File: src/rtl/nab_axi_pkg.sv
// rtl/nab_axi_pkg.sv - FSM state types, response codes and register indices for the nab AXI4-Lite block
package nab_axi_pkg;

    typedef enum logic [2:0] {
        W_IDLE,
        W_HAVE_A,
        W_HAVE_D,
        W_COMMIT,
        W_RESP
    } wr_state_t;

    typedef enum logic [1:0] {
        R_IDLE,
        R_ACCEPT,
        R_RESP
    } rd_state_t;

    localparam logic [1:0] RESP_OKAY   = 2'b00;
    localparam logic [1:0] RESP_SLVERR = 2'b10;

    localparam int DBG      = 3;
    localparam int PWM_DIV  = 8;
    localparam int PWM_DUTY = 9;

endpackage

File: src/rtl/nab_axi_reg_bank.sv
// rtl/nab_axi_reg_bank.sv - register storage, byte-lane merge and reg_wr pulses; AXI_REGS_WSTRB_EN enables lane writes
module nab_axi_reg_bank
    import nab_axi_pkg::*;
#(
    parameter int NUM_REGS = 11,
    parameter int IDX_W    = 7
) (
    input  logic                     clk,
    input  logic                     rst,
    input  logic                     commit,
    input  logic [IDX_W-1:0]         idx,
    input  logic [31:0]              wdata,
    input  logic [3:0]               wstrb,
    output logic [32*NUM_REGS-1:0]   reg_q,
    output logic [NUM_REGS-1:0]      reg_wr
);

    logic [31:0]         regs_q [NUM_REGS];
    logic [31:0]         regs_d [NUM_REGS];
    logic [NUM_REGS-1:0] reg_wr_q;
    logic [NUM_REGS-1:0] reg_wr_d;
    logic [3:0]          lane_en;
    logic [31:0]         lane_mask;

    always_comb begin
`ifdef AXI_REGS_WSTRB_EN
        lane_en = wstrb;
`else
        // Strobes are ignored: every lane is forced on.
        lane_en = wstrb | 4'hF;
`endif
        lane_mask = {{8{lane_en[3]}}, {8{lane_en[2]}}, {8{lane_en[1]}}, {8{lane_en[0]}}};
        for (int k = 0; k < NUM_REGS; k++) begin
            reg_wr_d[k] = commit && (idx == IDX_W'(k));
            regs_d[k]   = reg_wr_d[k] ? ((regs_q[k] & ~lane_mask) | (wdata & lane_mask))
                                      : regs_q[k];
        end
    end

    always_ff @(posedge clk or posedge rst) begin
        if (rst) begin
            for (int k = 0; k < NUM_REGS; k++) regs_q[k] <= '0;
            reg_wr_q <= '0;
        end else begin
            for (int k = 0; k < NUM_REGS; k++) regs_q[k] <= regs_d[k];
            reg_wr_q <= reg_wr_d;
        end
    end

    always_comb begin
        reg_q = '0;
        for (int k = 0; k < NUM_REGS; k++) reg_q[32*k +: 32] = regs_q[k];
    end

    assign reg_wr = reg_wr_q;

endmodule

File: src/rtl/nab_axi_lite_regs.sv
// rtl/nab_axi_lite_regs.sv - AXI4-Lite responder with write/read FSMs and address decode; AXI_REGS_WSTRB_EN enables byte-lane writes
module nab_axi_lite_regs
    import nab_axi_pkg::*;
#(
    parameter int ADDR_W   = 9,
    parameter int NUM_REGS = 11
) (
    input  logic                   S_AXI_ACLK,
    input  logic                   S_AXI_ARESET,
    input  logic [ADDR_W-1:0]      S_AXI_AWADDR,
    input  logic                   S_AXI_AWVALID,
    output logic                   S_AXI_AWREADY,
    input  logic [31:0]            S_AXI_WDATA,
    input  logic [3:0]             S_AXI_WSTRB,
    input  logic                   S_AXI_WVALID,
    output logic                   S_AXI_WREADY,
    output logic [1:0]             S_AXI_BRESP,
    output logic                   S_AXI_BVALID,
    input  logic                   S_AXI_BREADY,
    input  logic [ADDR_W-1:0]      S_AXI_ARADDR,
    input  logic                   S_AXI_ARVALID,
    output logic                   S_AXI_ARREADY,
    output logic [31:0]            S_AXI_RDATA,
    output logic [1:0]             S_AXI_RRESP,
    output logic                   S_AXI_RVALID,
    input  logic                   S_AXI_RREADY,
    output logic [32*NUM_REGS-1:0] reg_q,
    output logic [NUM_REGS-1:0]    reg_wr
);

    localparam int                IDX_W    = ADDR_W - 2;
    localparam logic [IDX_W-1:0]  LAST_IDX = IDX_W'(NUM_REGS - 1);

    wr_state_t        wr_state_q, wr_state_d;
    rd_state_t        rd_state_q, rd_state_d;
    logic             rst_done_q, rst_done_d;
    logic             awready_q, awready_d, wready_q, wready_d, arready_q, arready_d;
    logic             bvalid_q, bvalid_d, rvalid_q, rvalid_d;
    logic [1:0]       bresp_q, bresp_d, rresp_q, rresp_d;
    logic [31:0]      rdata_q, rdata_d, wdata_q, wdata_d;
    logic [3:0]       wstrb_q, wstrb_d;
    logic [IDX_W-1:0] aw_idx_q, aw_idx_d, ar_idx_q, ar_idx_d;
    logic             aw_hs, w_hs, ar_hs, aw_in_range, ar_in_range, commit;
    logic [31:0]      rd_word;

    assign aw_hs       = S_AXI_AWVALID && awready_q;
    assign w_hs        = S_AXI_WVALID && wready_q;
    assign ar_hs       = S_AXI_ARVALID && arready_q;
    assign aw_in_range = aw_idx_q <= LAST_IDX;
    assign ar_in_range = ar_idx_q <= LAST_IDX;
    assign commit      = (wr_state_q == W_COMMIT) && aw_in_range;
    assign rst_done_d  = 1'b1;

    // READY pulses for one cycle only; accepts are blocked on the first edge out of reset.
    always_comb begin
        wr_state_d = wr_state_q;
        awready_d  = 1'b0;
        wready_d   = 1'b0;
        bvalid_d   = bvalid_q;
        bresp_d    = bresp_q;
        aw_idx_d   = aw_hs ? IDX_W'(S_AXI_AWADDR >> 2) : aw_idx_q;
        wdata_d    = w_hs ? S_AXI_WDATA : wdata_q;
        wstrb_d    = w_hs ? S_AXI_WSTRB : wstrb_q;
        case (wr_state_q)
            W_IDLE: begin
                awready_d = rst_done_q && S_AXI_AWVALID && !awready_q;
                wready_d  = rst_done_q && S_AXI_WVALID && !wready_q;
                if (aw_hs && w_hs) wr_state_d = W_COMMIT;
                else if (aw_hs)    wr_state_d = W_HAVE_A;
                else if (w_hs)     wr_state_d = W_HAVE_D;
            end
            W_HAVE_A: begin
                wready_d = S_AXI_WVALID && !wready_q;
                if (w_hs) wr_state_d = W_COMMIT;
            end
            W_HAVE_D: begin
                awready_d = S_AXI_AWVALID && !awready_q;
                if (aw_hs) wr_state_d = W_COMMIT;
            end
            W_COMMIT: begin
                bvalid_d   = 1'b1;
                bresp_d    = aw_in_range ? RESP_OKAY : RESP_SLVERR;
                wr_state_d = W_RESP;
            end
            W_RESP: begin
                if (S_AXI_BREADY) begin
                    bvalid_d   = 1'b0;
                    wr_state_d = W_IDLE;
                end
            end
            default: wr_state_d = W_IDLE;
        endcase
    end

    always_comb begin
        rd_word = '0;
        for (int k = 0; k < NUM_REGS; k++)
            if (ar_idx_q == IDX_W'(k)) rd_word = reg_q[32*k +: 32];
    end

    always_comb begin
        rd_state_d = rd_state_q;
        arready_d  = 1'b0;
        rvalid_d   = rvalid_q;
        rresp_d    = rresp_q;
        rdata_d    = rdata_q;
        ar_idx_d   = ar_hs ? IDX_W'(S_AXI_ARADDR >> 2) : ar_idx_q;
        case (rd_state_q)
            R_IDLE: begin
                arready_d = rst_done_q && S_AXI_ARVALID && !arready_q;
                if (ar_hs) rd_state_d = R_ACCEPT;
            end
            R_ACCEPT: begin
                rvalid_d   = 1'b1;
                rdata_d    = ar_in_range ? rd_word : 32'h0;
                rresp_d    = ar_in_range ? RESP_OKAY : RESP_SLVERR;
                rd_state_d = R_RESP;
            end
            R_RESP: begin
                if (S_AXI_RREADY) begin
                    rvalid_d   = 1'b0;
                    rd_state_d = R_IDLE;
                end
            end
            default: rd_state_d = R_IDLE;
        endcase
    end

    always_ff @(posedge S_AXI_ACLK or posedge S_AXI_ARESET) begin
        if (S_AXI_ARESET) begin
            wr_state_q <= W_IDLE;
            rd_state_q <= R_IDLE;
            rst_done_q <= 1'b0;
            awready_q  <= 1'b0;
            wready_q   <= 1'b0;
            arready_q  <= 1'b0;
            bvalid_q   <= 1'b0;
            rvalid_q   <= 1'b0;
            bresp_q    <= '0;
            rresp_q    <= '0;
            rdata_q    <= '0;
            wdata_q    <= '0;
            wstrb_q    <= '0;
            aw_idx_q   <= '0;
            ar_idx_q   <= '0;
        end else begin
            wr_state_q <= wr_state_d;
            rd_state_q <= rd_state_d;
            rst_done_q <= rst_done_d;
            awready_q  <= awready_d;
            wready_q   <= wready_d;
            arready_q  <= arready_d;
            bvalid_q   <= bvalid_d;
            rvalid_q   <= rvalid_d;
            bresp_q    <= bresp_d;
            rresp_q    <= rresp_d;
            rdata_q    <= rdata_d;
            wdata_q    <= wdata_d;
            wstrb_q    <= wstrb_d;
            aw_idx_q   <= aw_idx_d;
            ar_idx_q   <= ar_idx_d;
        end
    end

    nab_axi_reg_bank #(
        .NUM_REGS (NUM_REGS),
        .IDX_W    (IDX_W)
    ) u_bank (
        .clk    (S_AXI_ACLK),
        .rst    (S_AXI_ARESET),
        .commit (commit),
        .idx    (aw_idx_q),
        .wdata  (wdata_q),
        .wstrb  (wstrb_q),
        .reg_q  (reg_q),
        .reg_wr (reg_wr)
    );

    assign S_AXI_AWREADY = awready_q;
    assign S_AXI_WREADY  = wready_q;
    assign S_AXI_ARREADY = arready_q;
    assign S_AXI_BVALID  = bvalid_q;
    assign S_AXI_BRESP   = bresp_q;
    assign S_AXI_RVALID  = rvalid_q;
    assign S_AXI_RRESP   = rresp_q;
    assign S_AXI_RDATA   = rdata_q;

endmodule

File: config.mk
export PLATFORM = sky130hd
export DESIGN_NAME = nab_axi_lite_regs
export DESIGN_NICKNAME = d
export VERILOG_FILES = /design/src/rtl/nab_axi_pkg.sv /design/src/rtl/nab_axi_reg_bank.sv /design/src/rtl/nab_axi_lite_regs.sv
export SDC_FILE = /design/constraint.sdc
export NUM_CORES = 1
export LEC_CHECK = 0
export CAP_MARGIN = 20
export CORE_MARGIN = 4
export CORE_UTILIZATION = 35
export DETAILED_ROUTE_END_ITERATION = 7
export SETUP_SLACK_MARGIN = 0.3
export SYNTH_ARGS = -nofsm -noshare
export SYNTH_HDL_FRONTEND = slang
export SYNTH_SLANG_ARGS = --single-unit
File: constraint.sdc
create_clock -name S_AXI_ACLK -period 15.82 [get_ports S_AXI_ACLK]
set_clock_uncertainty 0.2 [all_clocks]
set_input_delay 3.164 -clock S_AXI_ACLK [delete_from_list [all_inputs] [get_ports S_AXI_ACLK]]
set_output_delay 3.164 -clock S_AXI_ACLK [all_outputs]
set_load 0.01 [all_outputs]
## Yosys cells after proc, flatten, opt, wreduce, memory -nomap -nowiden

Cells that the tools add are included.

| cells by class | value |
|---|---|
| $add $sub $neg | 0 |
| $mul | 0 |
| div/mod/pow operators | 0 |
| order comparisons | 2 |
| equal/unequal tests | 32 |
| shift-type cells | 0 |
| mux-type cells | 31 |
| bitwise logic cells | 0 |
| reduce and logical (&&, ||, !) cells | 37 |

Operators with widths:

| cell | number |
|---|---|
| 32-bit two-way mux | 12 |
| 7-bit by 3-bit == test with 1-bit output, second input constant | 8 |
| 7-bit by 4-bit == test with 1-bit output, second input constant | 6 |
| 7-bit by 2-bit == test with 1-bit output, second input constant | 4 |
| 1-bit logical AND | 24 |
| 3-bit two-way mux | 6 |
| 3-bit case mux with 5 select lines | 1 |
| 7-bit by 1-bit == test with 1-bit output, second input constant | 2 |
| 7-bit by 4-bit <= comparator with 1-bit output, second input constant | 2 |
| 7-bit logical NOT | 2 |
| 2-bit != test, second input constant | 5 |
| 2-bit two-way mux | 4 |
| 1-bit case mux with 2 select lines | 4 |
| 3-bit by 2-bit == test with 1-bit output, second input constant | 2 |
| 2-bit case mux with 3 select lines | 1 |
| 2-bit AND reduction | 3 |
| 4-bit != test, second input constant | 1 |
| 4-bit AND reduction | 1 |
| 2-bit nonzero test | 2 |
| 3-bit by 1-bit == test with 1-bit output, second input constant | 1 |
| 3-bit == test, second input constant | 1 |
| 1-bit logical NOT | 3 |
| 3-bit logical NOT | 1 |
| 1-bit two-way mux | 3 |
| other kinds (3) | 3 |

| storage, ports and cells | value |
|---|---|
| bits in registers | 456 |
| latch bits | 0 |
| memory bits (writable) | 0 |
| memory bits (read-only) | 0 |
| input port bits | 61 |
| output and inout bits | 404 |
| logic and storage cells | 128 |
| memories kept | 0 |

## Depth between registers and ports, before layout

Gate-level depths: netlist of run 1.

| depth | value |
|---|---|
| word-level depth | 13 |
| depth in mapped cells | 8 |
| gate-level depth less buffers | 5 |

## Cells and area by module

From an unflattened synthesis of run 1, not the netlist that was laid out.

| second synthesis, totals | value |
|---|---|
| cells, all modules | 1491 |
| area, all modules | 20835.0 µm² |

By module, submodules not included:

| module | times used | cells each | area an instance (µm²) | seq. area each (µm²) |
|---|---|---|---|---|
| nab_axi_reg_bank | 1 | 820 | 13894.6 | 9083.7 |
| nab_axi_lite_regs | 1 | 671 | 6940.4 | 2377.3 |

## Least setup slack after synthesis of run 1

Ideal clock, no wire load.

| timing path | value |
|---|---|
| path type | input to register |
| start | input S_AXI_WVALID |
| end | register wdata_q[10] |
| library setup time | 0.125 ns |
| arrival time | 4.013 ns |
| required time | 15.495 ns |
| slack | 11.482 ns |
| cell stages on the path | 3 |
| buffers on the path | 1 |
| cells stage by stage | nand2_1 buf_1 mux2_2 |

| on the way | value |
|---|---|
| cells in the longest elaborated chain, start to end | 1 |

RTL lines:

| item | line | text |
|---|---|---|
| from (decl) | nab_axi_lite_regs.sv:15 | `input logic S_AXI_WVALID,` |
| 1-bit logical AND | nab_axi_lite_regs.sv:47 | `assign w_hs = S_AXI_WVALID && wready_q;` |
| to (signal assigned) | nab_axi_lite_regs.sv:158 | `wdata_q <= wdata_d;` |
| to (decl) | nab_axi_lite_regs.sv:40 | `logic [31:0] rdata_q, rdata_d, wdata_q, wdata_d;` |

Every way passes these cells.
A chain may end at the register's enable or synchronous reset.

==> flow_summary.json, run 1 <==
{
  "cts-resized-gates": 0,
  "synth_simple_gate_area_share_pct": 3.79,
  "tightestPinTransition_ps": 1120,
  "fin_tns_setup_ps": 0,
  "relSlewSlack_pct": 24.8,
  "grt_start_max_net_pins": 171,
  "hp-class": "reg -> reg",
  "synthDistinctLibCells": 51,
  "synth_top_family_by_area": "multiplexers",
  "drive_gt1_share_pct": 31.5,
  "drc": 0,
  "syn_area_mm2": 0.0201,
  "wirelength_mm": 76.5,
  "cap_violations": 0,
  "vias": 14900,
  "dr.pass1.iters": 5,
  "core_mm2": 0.0566,
  "syn_to_final_growth_pct": 35.1,
  "grt_pass1_wl_mm": 109,
  "cts_buffers": 52,
  "postCtsSetupBuffers": 0,
  "dp_hpwl_mm": 47.7,
  "synth-edff-count": 0,
  "gp_routability_congestion": 0.789,
  "final_common_cell": "clkdlybuf4s50_1",
  "die_y_um": 248,
  "synth-xor-area-share_pct": 0,
  "crit_top_cell": "buf_4",
  "rr_worst_depth": 7,
  "slew_violations": 0,
  "synth-seq-cells": 454,
  "worstSetupPathType": "in -> async",
  "yosys_warnings": 0,
  "start_util_pct": 35.5,
  "slowest_delay_ps": 860,
  "max-vdd-ir-drop_mv": 0.0869,
  "synth_area_leaders": "dfrtp_1 56%, mux2_2 24%, mux4_2 3.2%, o21ai_0 3.1%, clkbuf_1 1.5%",
  "synth_adder_area_share_pct": 0,
  "grt.overflow.total": 0,
  "ys_seq_area_share_pct": 56.5,
  "outcome": "finished, final reports clean",
  "final_core_util_pct": 48.0,
  "syn-instance-count": 1488,
  "rsz0062_at_grt": "no",
  "cts_sinks": 454,
  "post-route-period-util_pct": 36.7,
  "preCtsSetupSlack_ps": 9260,
  "grt_pass1_vias": 15300,
  "finalNetCount": 1953,
  "crit_fanout": 75,
  "p_total_mw": 3.92,
  "worstPathArrival_ps": 6190,
  "final_cell_area_mm2": 0.0272,
  "groute.usage.overall_pct": 24.2,
  "routedWlPerCell_um": 28.4,
  "finalHoldViolCount": 0,
  "muxShareOfSynthArea_pct": 27.6,
  "p_leak_nw": 12.2,
  "cts_root_buf": "clkbuf_16",
  "numPortBuffers": 454,
  "fmax_mhz": 172,
  "cts.clk_slew.worst_paths_ps": 60,
  "cts_max_level": 2,
  "yosys.area.top_type": "dfrtp_1",
  "dieArea_mm2": 0.0614,
  "setup_slack_ps": 10010,
  "worstPathRequired_ps": 16200,
  "hold_buffers": 0,
  "ant_nets": 0,
  "cp_top_family": "buffers and inverters",
  "crit_cells": 5,
  "async_reset_ff_share_pct": 100,
  "cp_slowest_cell": "buf_4",
  "io_pins": 465,
  "placed_cell_area_mm2": 0.0254,
  "final_cell_mix": "454 x clkdlybuf4s50_1, 451 x dfrtp_1, 428 x mux2_2, 126 x o21ai_0, 53 x clkbuf_16",
  "worst-path-buf-inv": 5,
  "endpoint_kind": "async pin",
  "synth_compound_area_share_pct": 8.91,
  "cts_tree": "done",
  "ys.flop_type": "dfrtp_1",
  "hold_depth": 1,
  "cp-start-kind": "input port",
  "clock_latency_ps": 610,
  "drt-initial-drc-count": 1037,
  "powerDensity_mw_per_mm2": 144,
  "row_count": 87,
  "synth_area_per_cell_um2": 13.5,
  "drt-vias-per-instance": 5.52,
  "path_cells": "clkdlybuf4s50_1 > clkinvlp_4 > buf_4 > buf_4 > buf_4",
  "dieWidth_um": 248,
  "antenna_found_initial": 5,
  "synth_top_area_share_pct": 56.5,
  "fin_crit_ps": 5810,
  "cts_buffer_depth": 3,
  "setup_violations": 0
}
## worst register-to-register path, stage by stage, from the launching register on
cell and delay [ps]:
dfrtp_4 710, buf_4 620, nor2b_4 670, buf_4 480
nand2_1 120, a311o_1 350, a31oi_1 210, o221a_2 220
## worst paths after layout
path / from / endpoint / slack, ps
worst min-delay path: S_AXI_ARREADY$_DFF_PP0_ / S_AXI_ARREADY$_DFF_PP0_ / 270
worst max register to register: ar_idx_q[0]$_DFFE_PP0P_ / S_AXI_RDATA[11]$_DFFE_PP0P_ / 12180
worst min register to register: S_AXI_ARREADY$_DFF_PP0_ / S_AXI_ARREADY$_DFF_PP0_ / 270
max in group S_AXI_ACLK: u_bank.reg_q[224]$_DFFE_PP0P_ / reg_q[224] / 10800
min in group asynchronous: S_AXI_ARESET / u_bank.reg_q[211]$_DFFE_PP0P_ / 3040
worst max-delay path: S_AXI_ARESET / u_bank.reg_q[47]$_DFFE_PP0P_ / 10010
## cells in the mapped netlist, types with 7 or more instances
cell type  instances
a211o_1           22
a21oi_1           10
a221oi_1          25
a22oi_1           32
buf_1             11
buf_2             38
clkbuf_1          79
dfrtp_1          454
inv_1             14
mux2_2           428
mux2i_1            8
mux4_2            29
nand2_1           35
nor2_1            38
nor2b_1           18
nor3_1             9
nor4_1             7
o21ai_0          126
o22ai_1           23
## state kept, by name, indices dropped and copies added (netlist names)
register and flops:
S_AXI_ARREADY 1, S_AXI_AWREADY 1, S_AXI_BRESP 1, S_AXI_BVALID 1, S_AXI_RDATA 32, S_AXI_RRESP 1, S_AXI_RVALID 1, S_AXI_WREADY 1
ar_idx_q 7, aw_idx_q 7, rd_state_q 2, rst_done_q 1, u_bank.reg_q 352, u_bank.reg_wr 11, wdata_q 32, wr_state_q 3
## cell families (layout without fill, tap and decap cells)
logic type | Yosys count | count (layout)
compound gates | 275 | 275
buf+inv | 148 | 592
flops | 454 | 454
mux | 465 | 465
other cells | 2 | 5
simple gates | 144 | 144
## metrics by stage
stage	hold slack, ps	instances
after detailed placement	261	2594
after CTS	269	2689
after global routing	291	2689
after floorplan	274	1489
final	269	2691
after global placement	244	2593
## layer usage
layer	vias up	routed length (um)	share of wire, %	global-route usage (%)
li1	6305	-	-	-
met1	7840	31400	41	31.4
met3	135	5970	7.8	6.55
met5	-	27	0.035	0
met4	4	1970	2.6	6.22
met2	579	37100	49	40.4
## power by group
| part | internal [mW] | switching, mW | total, mW |
|---|---|---|---|
| Clock | 0.755 | 0.506 | 1.26 |
| Combinational | 0.509 | 0.473 | 0.982 |
| Sequential | 1.36 | 0.308 | 1.67 |
## area by class of cell
type                            instances  area [um2]
Antenna cell                            2        5.00
Clock buffer                           74        1530
Clock inverter                         21         273
Fill cell                            5067       29400
Inverter                               14        56.3
Multi-Input combinational cell        887        8220
Sequential cell                       454       11400
Tap cell                              756         946
Timing Repair Buffer                  483        4790
Note: power is estimated with default switching activity, not from simulation.
==> inputs of run 2 (changes only) <==
==> constraint.sdc (replaced) <==
create_clock -name S_AXI_ACLK -period 5.37 [get_ports S_AXI_ACLK]
set_clock_uncertainty 0.2 [all_clocks]
set_input_delay 1.074 -clock S_AXI_ACLK [delete_from_list [all_inputs] [get_ports S_AXI_ACLK]]
set_output_delay 1.074 -clock S_AXI_ACLK [all_outputs]
set_load 0.01 [all_outputs]
==> flow_summary.json, run 2 (synthesis results as in run 1) <==
{
  "cp_top_family": "simple AND/OR/NAND/NOR gates",
  "dp_hpwl_mm": 48.1,
  "setup_violations": 0,
  "cp-start-kind": "register",
  "crit_fanout": 26,
  "fillers": 5067,
  "cts_tree": "done",
  "cts_sinks": 454,
  "grt_pass1_vias": 15200,
  "postCtsSetupBuffers": 0,
  "p_leak_nw": 12.2,
  "die_y_um": 248,
  "slew_violations": 0,
  "groute.usage.overall_pct": 24.2,
  "hp-class": "reg -> reg",
  "cap_violations": 0,
  "finalNetCount": 1954,
  "cp_slowest_cell": "and2b_2",
  "worstPathRequired_ps": 5630,
  "cts-resized-gates": 0,
  "drt-vias-per-instance": 5.48,
  "clock_latency_ps": 600,
  "cts_buffer_depth": 3,
  "drt-initial-drc-count": 974,
  "core_mm2": 0.0566,
  "grt_pass1_wl_mm": 109,
  "worst-path-buf-inv": 1,
  "fin_tns_setup_ps": 0,
  "ant_nets": 0,
  "powerDensity_mw_per_mm2": 419,
  "r2r_slack_ps": 1960,
  "vias": 14800,
  "grt.overflow.total": 0,
  "syn_to_final_growth_pct": 35.0,
  "cts_root_buf": "clkbuf_16",
  "fin_crit_ps": 3410,
  "endpoint_kind": "register",
  "placed_cells": 2595,
  "routedWlPerCell_um": 28.4,
  "dieWidth_um": 248,
  "fmax_mhz": 293,
  "worstPathArrival_ps": 3670,
  "dr.pass1.iters": 5,
  "whs_ps": 285,
  "cts_buffers": 52,
  "tightestPinTransition_ps": 1130,
  "finalHoldViolCount": 0,
  "worstSetupPathType": "reg -> reg",
  "largest_register_ff_count": 352,
  "multi_input_area_mm2": 0.00822,
  "post-route-period-util_pct": 63.5,
  "io_pins": 465,
  "drc": 0,
  "fin_cells": 2692,
  "start_util_pct": 35.5,
  "gp_routability_congestion": 0.781,
  "numPortBuffers": 454,
  "outcome": "finished, final reports clean",
  "cts.clk_slew.worst_paths_ps": 60,
  "min_to": "S_AXI_ARREADY$_DFF_PP0_",
  "rr_worst_depth": 6,
  "slowest_delay_ps": 880,
  "row_count": 87,
  "relSlewSlack_pct": 24.2,
  "hold_depth": 1,
  "wirelength_mm": 76.4,
  "timing.rr.end": "u_bank.reg_q[234]$_DFFE_PP0P_",
  "max-vdd-ir-drop_mv": 0.211,
  "final_cell_mix": "454 x clkdlybuf4s50_1, 451 x dfrtp_1, 428 x mux2_2, 126 x o21ai_0, 52 x clkbuf_16",
  "dieArea_mm2": 0.0614,
  "grt_start_max_net_pins": 128,
  "rsz0062_at_grt": "no",
  "drive_gt1_share_pct": 31.7,
  "regToRegStartpoint": "wr_state_q[2]$_DFFE_PP0P_",
  "worstHoldStart": "S_AXI_ARREADY$_DFF_PP0_",
  "hold_buffers": 0,
  "antenna_found_initial": 5,
  "register_area_mm2": 0.0114,
  "final_common_cell": "clkdlybuf4s50_1",
  "cts_max_level": 2,
  "path_cells": "nand3b_1 > or4_4 > nor3b_4 > and2b_2 > buf_4 > mux2_2"
}
## run 2: worst max-delay path by stage
stage | start | end | slack [ps] | cells after the start
floorplan | S_AXI_ARESET | S_AXI_ARREADY$_DFF_PP0_ | -2050 | 1
global placement | wr_state_q[2]$_DFFE_PP0P_ | u_bank.reg_q[236]$_DFFE_PP0P_ | 1940 | 6
detailed placement | S_AXI_WVALID | wdata_q[7]$_DFFE_PP0P_ | 1910 | 4
CTS | wr_state_q[2]$_DFFE_PP0P_ | u_bank.reg_q[234]$_DFFE_PP0P_ | 1930 | 6
global route | wr_state_q[2]$_DFFE_PP0P_ | u_bank.reg_q[236]$_DFFE_PP0P_ | 1830 | 6
finish | wr_state_q[2]$_DFFE_PP0P_ | u_bank.reg_q[234]$_DFFE_PP0P_ | 1960 | 6
## run 2: stage by stage
step           power [mW]  cell area (um2)  setup WS [ps]  utilization [%]
2_1_floorplan        6.14            20100          -2050                -
5_1_grt              11.9            27100           1830             47.9
3_5_place_dp         7.90            25400           1910             44.9
6_report             11.4            27100           1960             48.0
3_3_place_gp         7.82            25400           1940             44.9
4_1_cts              11.5            27100           1930             47.9
## run 2: area by class of cell
cell class	instances	area share, %
Antenna cell	3	0.0277
Timing Repair Buffer	484	17.8
Inverter	14	0.207
Clock buffer	75	5.81
Clock inverter	19	0.535
Multi-Input combinational cell	887	30.3
Sequential cell	454	41.9
Tap cell	756	3.48
## run 2: where the power goes
group,switching (mW),total [mW],internal (mW)
Combinational,1.37,2.87,1.51
Clock,1.45,3.53,2.08
Sequential,0.942,4.96,4.02
## run 2: routing by layer
| metal | global-route usage [%] | wire length (um) | up-vias | share of wire [%] |
|---|---|---|---|---|
| met5 | 0 | 27 | - | 0.035 |
| met4 | 5.18 | 1370 | 4 | 1.8 |
| met3 | 6.74 | 6020 | 99 | 7.9 |
| met2 | 40.7 | 37500 | 535 | 49 |
| met1 | 31.5 | 31600 | 7818 | 41 |
| li1 | - | - | 6306 | - |
## run 2: worst register-to-register path, stage by stage, from the launching register on
cell      delay (ps)
dfrtp_1          440
nand3b_1         230
or4_4            500
nor3b_4          330
and2b_2          880
buf_4            360
mux2_2           350
==> variant 1 (flow settings as in run 2) <==
Add a define of `AXI_REGS_WSTRB_EN`.
--- a/src/rtl/nab_axi_reg_bank.sv
+++ b/src/rtl/nab_axi_reg_bank.sv
@@ -1,4 +1,6 @@
 // rtl/nab_axi_reg_bank.sv - register storage, byte-lane merge and reg_wr pulses; AXI_REGS_WSTRB_EN enables lane writes
+`define AXI_REGS_WSTRB_EN
+
 module nab_axi_reg_bank
     import nab_axi_pkg::*;
 #(
Function: changed (Yosys sat finds a counterexample within 10 cycles, from zero or initial values and one cycle with S_AXI_ARESET high).
==> variant 1 against run 2 <==
  * Critical path depth did not move
  * Combinational power shrank 20%
  * Setup slack better by 0.0040 ns
  * Power down 6.4%
  * Clock power increased by 4%
  * Wire length is 7.6% higher
  * Largest power group unchanged
  * Design area rose by 4.4%
  * Synthesized area up 5.5%
  * Hold slack got worse by 0.0091 ns
  * Sequential cell count up 4
==> variant 1: results (changes against run 2) <==
| Metric | Value |
|---|---|
| Status | finished, final reports clean |
| Synth cell count leaders | dfrtp_1, mux2_2, a21oi_1 |
| Yosys cell types | 69 (+35%) |
| Top cells by area, synth | dfrtp_1, mux2_2, a21oi_1, mux4_2, mux2i_1 |
| GR Layer Usage met1 | 32.4% (+0.90 points) |
| Worst min path class | flip-flop to flip-flop |
| CTS Buffer Depth | 3 (unchanged) |
| Complex-gate fraction of the synthesized area | 8.12% (-0.80 points) |
| Initial antenna violation count | 8 (+3) |
| Met3 usage | 6.23% (-0.51 points) |
| I/O Buffers | 458 (+0.88%) |
| Vias | 15,593 (+5.6%) |
| CP Max Fanout | 39 (+50%) |
| Worst Path Arrival | 3.68 ns (about the same) |
| Worst path max stage delay | 0.78 ns (-0.10 ns) |
| Max VDD drop | 0.265 mV (+26%) |
| Worst r2r dst | S_AXI_RDATA[28]$_DFFE_PP0P_ |
| Fin nets | 2,103 (+7.6%) |
| Critical path class | flip-flop to flip-flop |
| Slowest CP cell | nand2_1 |
| Post-synthesis sequential area ratio | 54.0% (-2.5 points) |
| Largest net degree at the start of global routing | 117 (-8.6%) |
| Hpwl dp | 57,400 um (+19%) |
| Leakage power figure | 12.9 nW (+5.8%) |
| Number of DRC violations after detailed-routing iteration 0 | 1,090 (+12%) |
| Post-synth ARST share | 100% (unchanged) |
| Global-route wire length before repair | 117,000 um (+7.6%) |
| Mux contribution to synthesized area | 26.6% (-1.0 points) |
| Reg2reg setup slack | 1.96 ns (about the same) |
| Detailed Route WL | 82,200 um (+7.6%) |
| FF-to-FF Start | ar_idx_q[1]$_DFFE_PP0P_ |
| Met2 usage | 41.5% (+0.78 points) |
| All-Layer GR Usage | 24.9% (+0.64 points) |
| 1st-pass router iterations | 5 (unchanged) |
| Worst-margin pin slew | 0.971 ns (-0.163 ns) |
| Switch share | 34.0% (+0.93 points) |
| RD Place Congestion | 0.841 (+7.7%) |
| Layout cells sized above 1 | 29.9% (-1.8 points) |
| CTS buffer count | 53 (+1.9%) |
[variant 1: final cells by class]
class,instances,area [um^2]
Clock inverter,23,228
Inverter,14,56.3
Fill cell,5443,31100
Timing Repair Buffer,492,4910
Antenna cell,3,7.51
Multi-Input combinational cell,1023,9160
Sequential cell,458,11500
Clock buffer,74,1540
Tap cell,773,967
[variant 1: power groups by stage]
stage / clock network (W) / registers, W / logic (W)
2_1_floorplan: 0 / 0.00420 / 0.00163
5_1_grt: 0.00390 / 0.00473 / 0.00244
6_report: 0.00367 / 0.00466 / 0.00230
4_1_cts: 0.00376 / 0.00465 / 0.00233
3_5_place_dp: 0 / 0.00472 / 0.00232
3_3_place_gp: 0 / 0.00469 / 0.00229
[variant 1: how the worst min path moves through the flow]
stage	start	end	slack, ns
detailed placement	S_AXI_ARREADY$_DFF_PP0_	S_AXI_ARREADY$_DFF_PP0_	0.26
floorplan	rst_done_q$_DFF_PP0_	S_AXI_AWREADY$_DFF_PP0_	0.27
CTS	S_AXI_ARREADY$_DFF_PP0_	S_AXI_ARREADY$_DFF_PP0_	0.27
finish	S_AXI_ARREADY$_DFF_PP0_	S_AXI_ARREADY$_DFF_PP0_	0.28
global route	S_AXI_ARREADY$_DFF_PP0_	S_AXI_ARREADY$_DFF_PP0_	0.29
global placement	S_AXI_ARREADY$_DFF_PP0_	S_AXI_ARREADY$_DFF_PP0_	0.25
[variant 1: stage by stage]
| step | setup WS [ns] | utilization [%] | instances | cell area, um^2 | total power [W] |
|---|---|---|---|---|---|
| after floorplan | -2.10 | - | 1610 | 21200 | 0.00583 |
| after detailed placement | 1.86 | 44.7 | 2759 | 26600 | 0.00703 |
| after CTS | 1.94 | 47.6 | 2856 | 28300 | 0.0107 |
| after global placement | 1.89 | 44.7 | 2759 | 26600 | 0.00697 |
| after global routing | 1.90 | 47.7 | 2858 | 28300 | 0.0111 |
| final | 1.96 | 47.7 | 2860 | 28300 | 0.0106 |
[variant 1: metal layers]
layer  wire length, um  vias up  share of wire (%)
met5                68        -              0.083
met4              2140       10                2.6
met3              5910      127                7.2
met2             40100      568                 49
met1             34000     8158                 41
li1                  -     6730                  -
[variant 1: logic make-up after synthesis]
logic type             after synthesis
muxes                              485
DFF                                458
AOI/OAI and AO/OA                  269
and+or+nand+nor                    266
buffers and inverters              129
other                                2
[variant 1: worst max-delay path, delay by kind of cell, from the launching register on]
kind,cells,cell delay [ns]
simple gates,3,1.70
compound gates,2,0.36
buf+inv,1,0.36
flops,1,0.62
==> variant 2 (config.mk and constraints of run 2) <==
Made on the original files. Re-encode `wr_state_t` (5 states) as Gray code, 3 bits wide.
--- a/src/rtl/nab_axi_pkg.sv
+++ b/src/rtl/nab_axi_pkg.sv
@@ -2,11 +2,11 @@
 package nab_axi_pkg;
 
     typedef enum logic [2:0] {
-        W_IDLE,
-        W_HAVE_A,
-        W_HAVE_D,
-        W_COMMIT,
-        W_RESP
+        W_IDLE   = 3'b000,
+        W_HAVE_A = 3'b001,
+        W_HAVE_D = 3'b011,
+        W_COMMIT = 3'b010,
+        W_RESP   = 3'b110
     } wr_state_t;
 
     typedef enum logic [1:0] {
Behaviour: same outputs for any inputs over 4 cycles, from zero or initial values and one cycle with S_AXI_ARESET high; so few cycles prove little.
==> variant 2 against run 2 <==
  * Design area grew 0.75%
  * Synthesized area grew 0.21%
  * Largest cell class unchanged
  * Critical path type unchanged
  * Critical path depth shrank 1
  * Critical endpoint is now S_AXI_RDATA[17]$_DFFE_PP0P_
  * Global-route usage increased by 1.9 points
  * Sequential cell count did not move
  * Via count rose by 2.3%
  * Setup slack got worse by 0.15 ns
  * Wire length up 6.9%
Power is not compared: it rests on default switching activity, and its combinational part moved more than twofold at a synthesized area within 25%.
==> variant 2: results (changes against run 2) <==
| Metric | Value |
|---|---|
| Status | finished, final reports clean |
| Met3 usage | 6.77% (+0.032 points) |
| Reg2reg setup slack | 1.81 ns (-0.15 ns) |
| Global-route wire length before repair | 116,000 um (+6.6%) |
| Worst Path Arrival | 3.83 ns (+0.16 ns) |
| CTS buffer count | 50 (-3.8%) |
| Fin nets | 1,987 (+1.7%) |
| Non-clock buffer share of cell area | 18.3% (+0.51 points) |
| Drt wl/cell | 30.1 um (+5.9%) |
| GR Layer Usage met1 | 34.1% (+2.6 points) |
| Reg2Reg Depth | 5 (-1) |
| Number of DRC violations after detailed-routing iteration 0 | 1,140 (+17%) |
| CLK BUF | 74 (-1.3%) |
| Logic inverters | 12 (-2) |
| Sequential cells | 454 (unchanged) |
| WL met1 | 33,400 um (+5.9%) |
| Met2 WL | 39,200 um (+4.8%) |
| Finished Core Util | 48.2% (+0.27 points) |
| CP Max Fanout | 48 (+85%) |
| Detailed Route WL | 81,700 um (+6.9%) |
| RD Place Congestion | 0.803 (+2.7%) |
| FF-to-FF Start | ar_idx_q[1]$_DFFE_PP0P_ |
| Slowest CP cell | nand2_1 |
| All-Layer GR Usage | 26.1% (+1.9 points) |
| Met2 usage | 43.1% (+2.4 points) |
| Placed Cells | 2,628 (+1.3%) |
| Metal3 WL | 6860 um (+14%) |
| Vias in the first global route | 15,715 (+3.6%) |
| Diodes inserted | 0 (-3) |
| Placed standard-cell area | 25,600 um^2 (+0.74%) |
[variant 2: cell types whose count changed after synthesis, sizes merged, moves of 17 or more]
cell	run 2	this run
o21ai	126	24
o211ai	0	23
a22oi	32	9
clkbuf	79	56
mux2i	8	39
a211o	22	5
a21oi	10	51
nand2	41	79
o2bb2ai	0	17
buf	55	73
mux2	428	411
[variant 2: worst max path at each step]
stage | endpoint | depth (start not counted)
2_1_floorplan | S_AXI_ARREADY$_DFF_PP0_ | 1
3_3_place_gp | S_AXI_RDATA[25]$_DFFE_PP0P_ | 6
3_5_place_dp | S_AXI_RDATA[25]$_DFFE_PP0P_ | 6
4_1_cts | S_AXI_RDATA[25]$_DFFE_PP0P_ | 6
5_1_grt | S_AXI_RDATA[16]$_DFFE_PP0P_ | 5
6_report | S_AXI_RDATA[17]$_DFFE_PP0P_ | 5
[variant 2: cell families (layout without fill, tap and decap cells)]
group | after synthesis | in the layout | share of synthesized area [%]
multiplexers | 477 | 477 | 27.9
flip-flops | 454 | 454 | 56.4
AND/OR/NAND/NOR | 215 | 215 | 5.28
AO/OA/AOI/OAI | 209 | 209 | 7.24
buffers and inverters | 141 | 601 | 3.11
other | 2 | 3 | 0.0373
XOR/XNOR | 1 | 1 | 0.0435
[variant 2: power breakdown]
part | switching [W] | leakage (nW) | internal [W]
logic | 0.00267 | 5.41 | 0.00349
clock network | 0.00142 | 0.843 | 0.00215
registers | 0.00162 | 6.12 | 0.00476
total | 0.00570 | 12.4 | 0.0104
[variant 2: worst register-to-register path, stage by stage, from the launching register on]
cell     delay (ns)
dfrtp_4        0.80
nor3b_1        0.85
nand2_1        0.88
a21oi_1        0.36
nor4_1         0.11
o31a_1         0.25
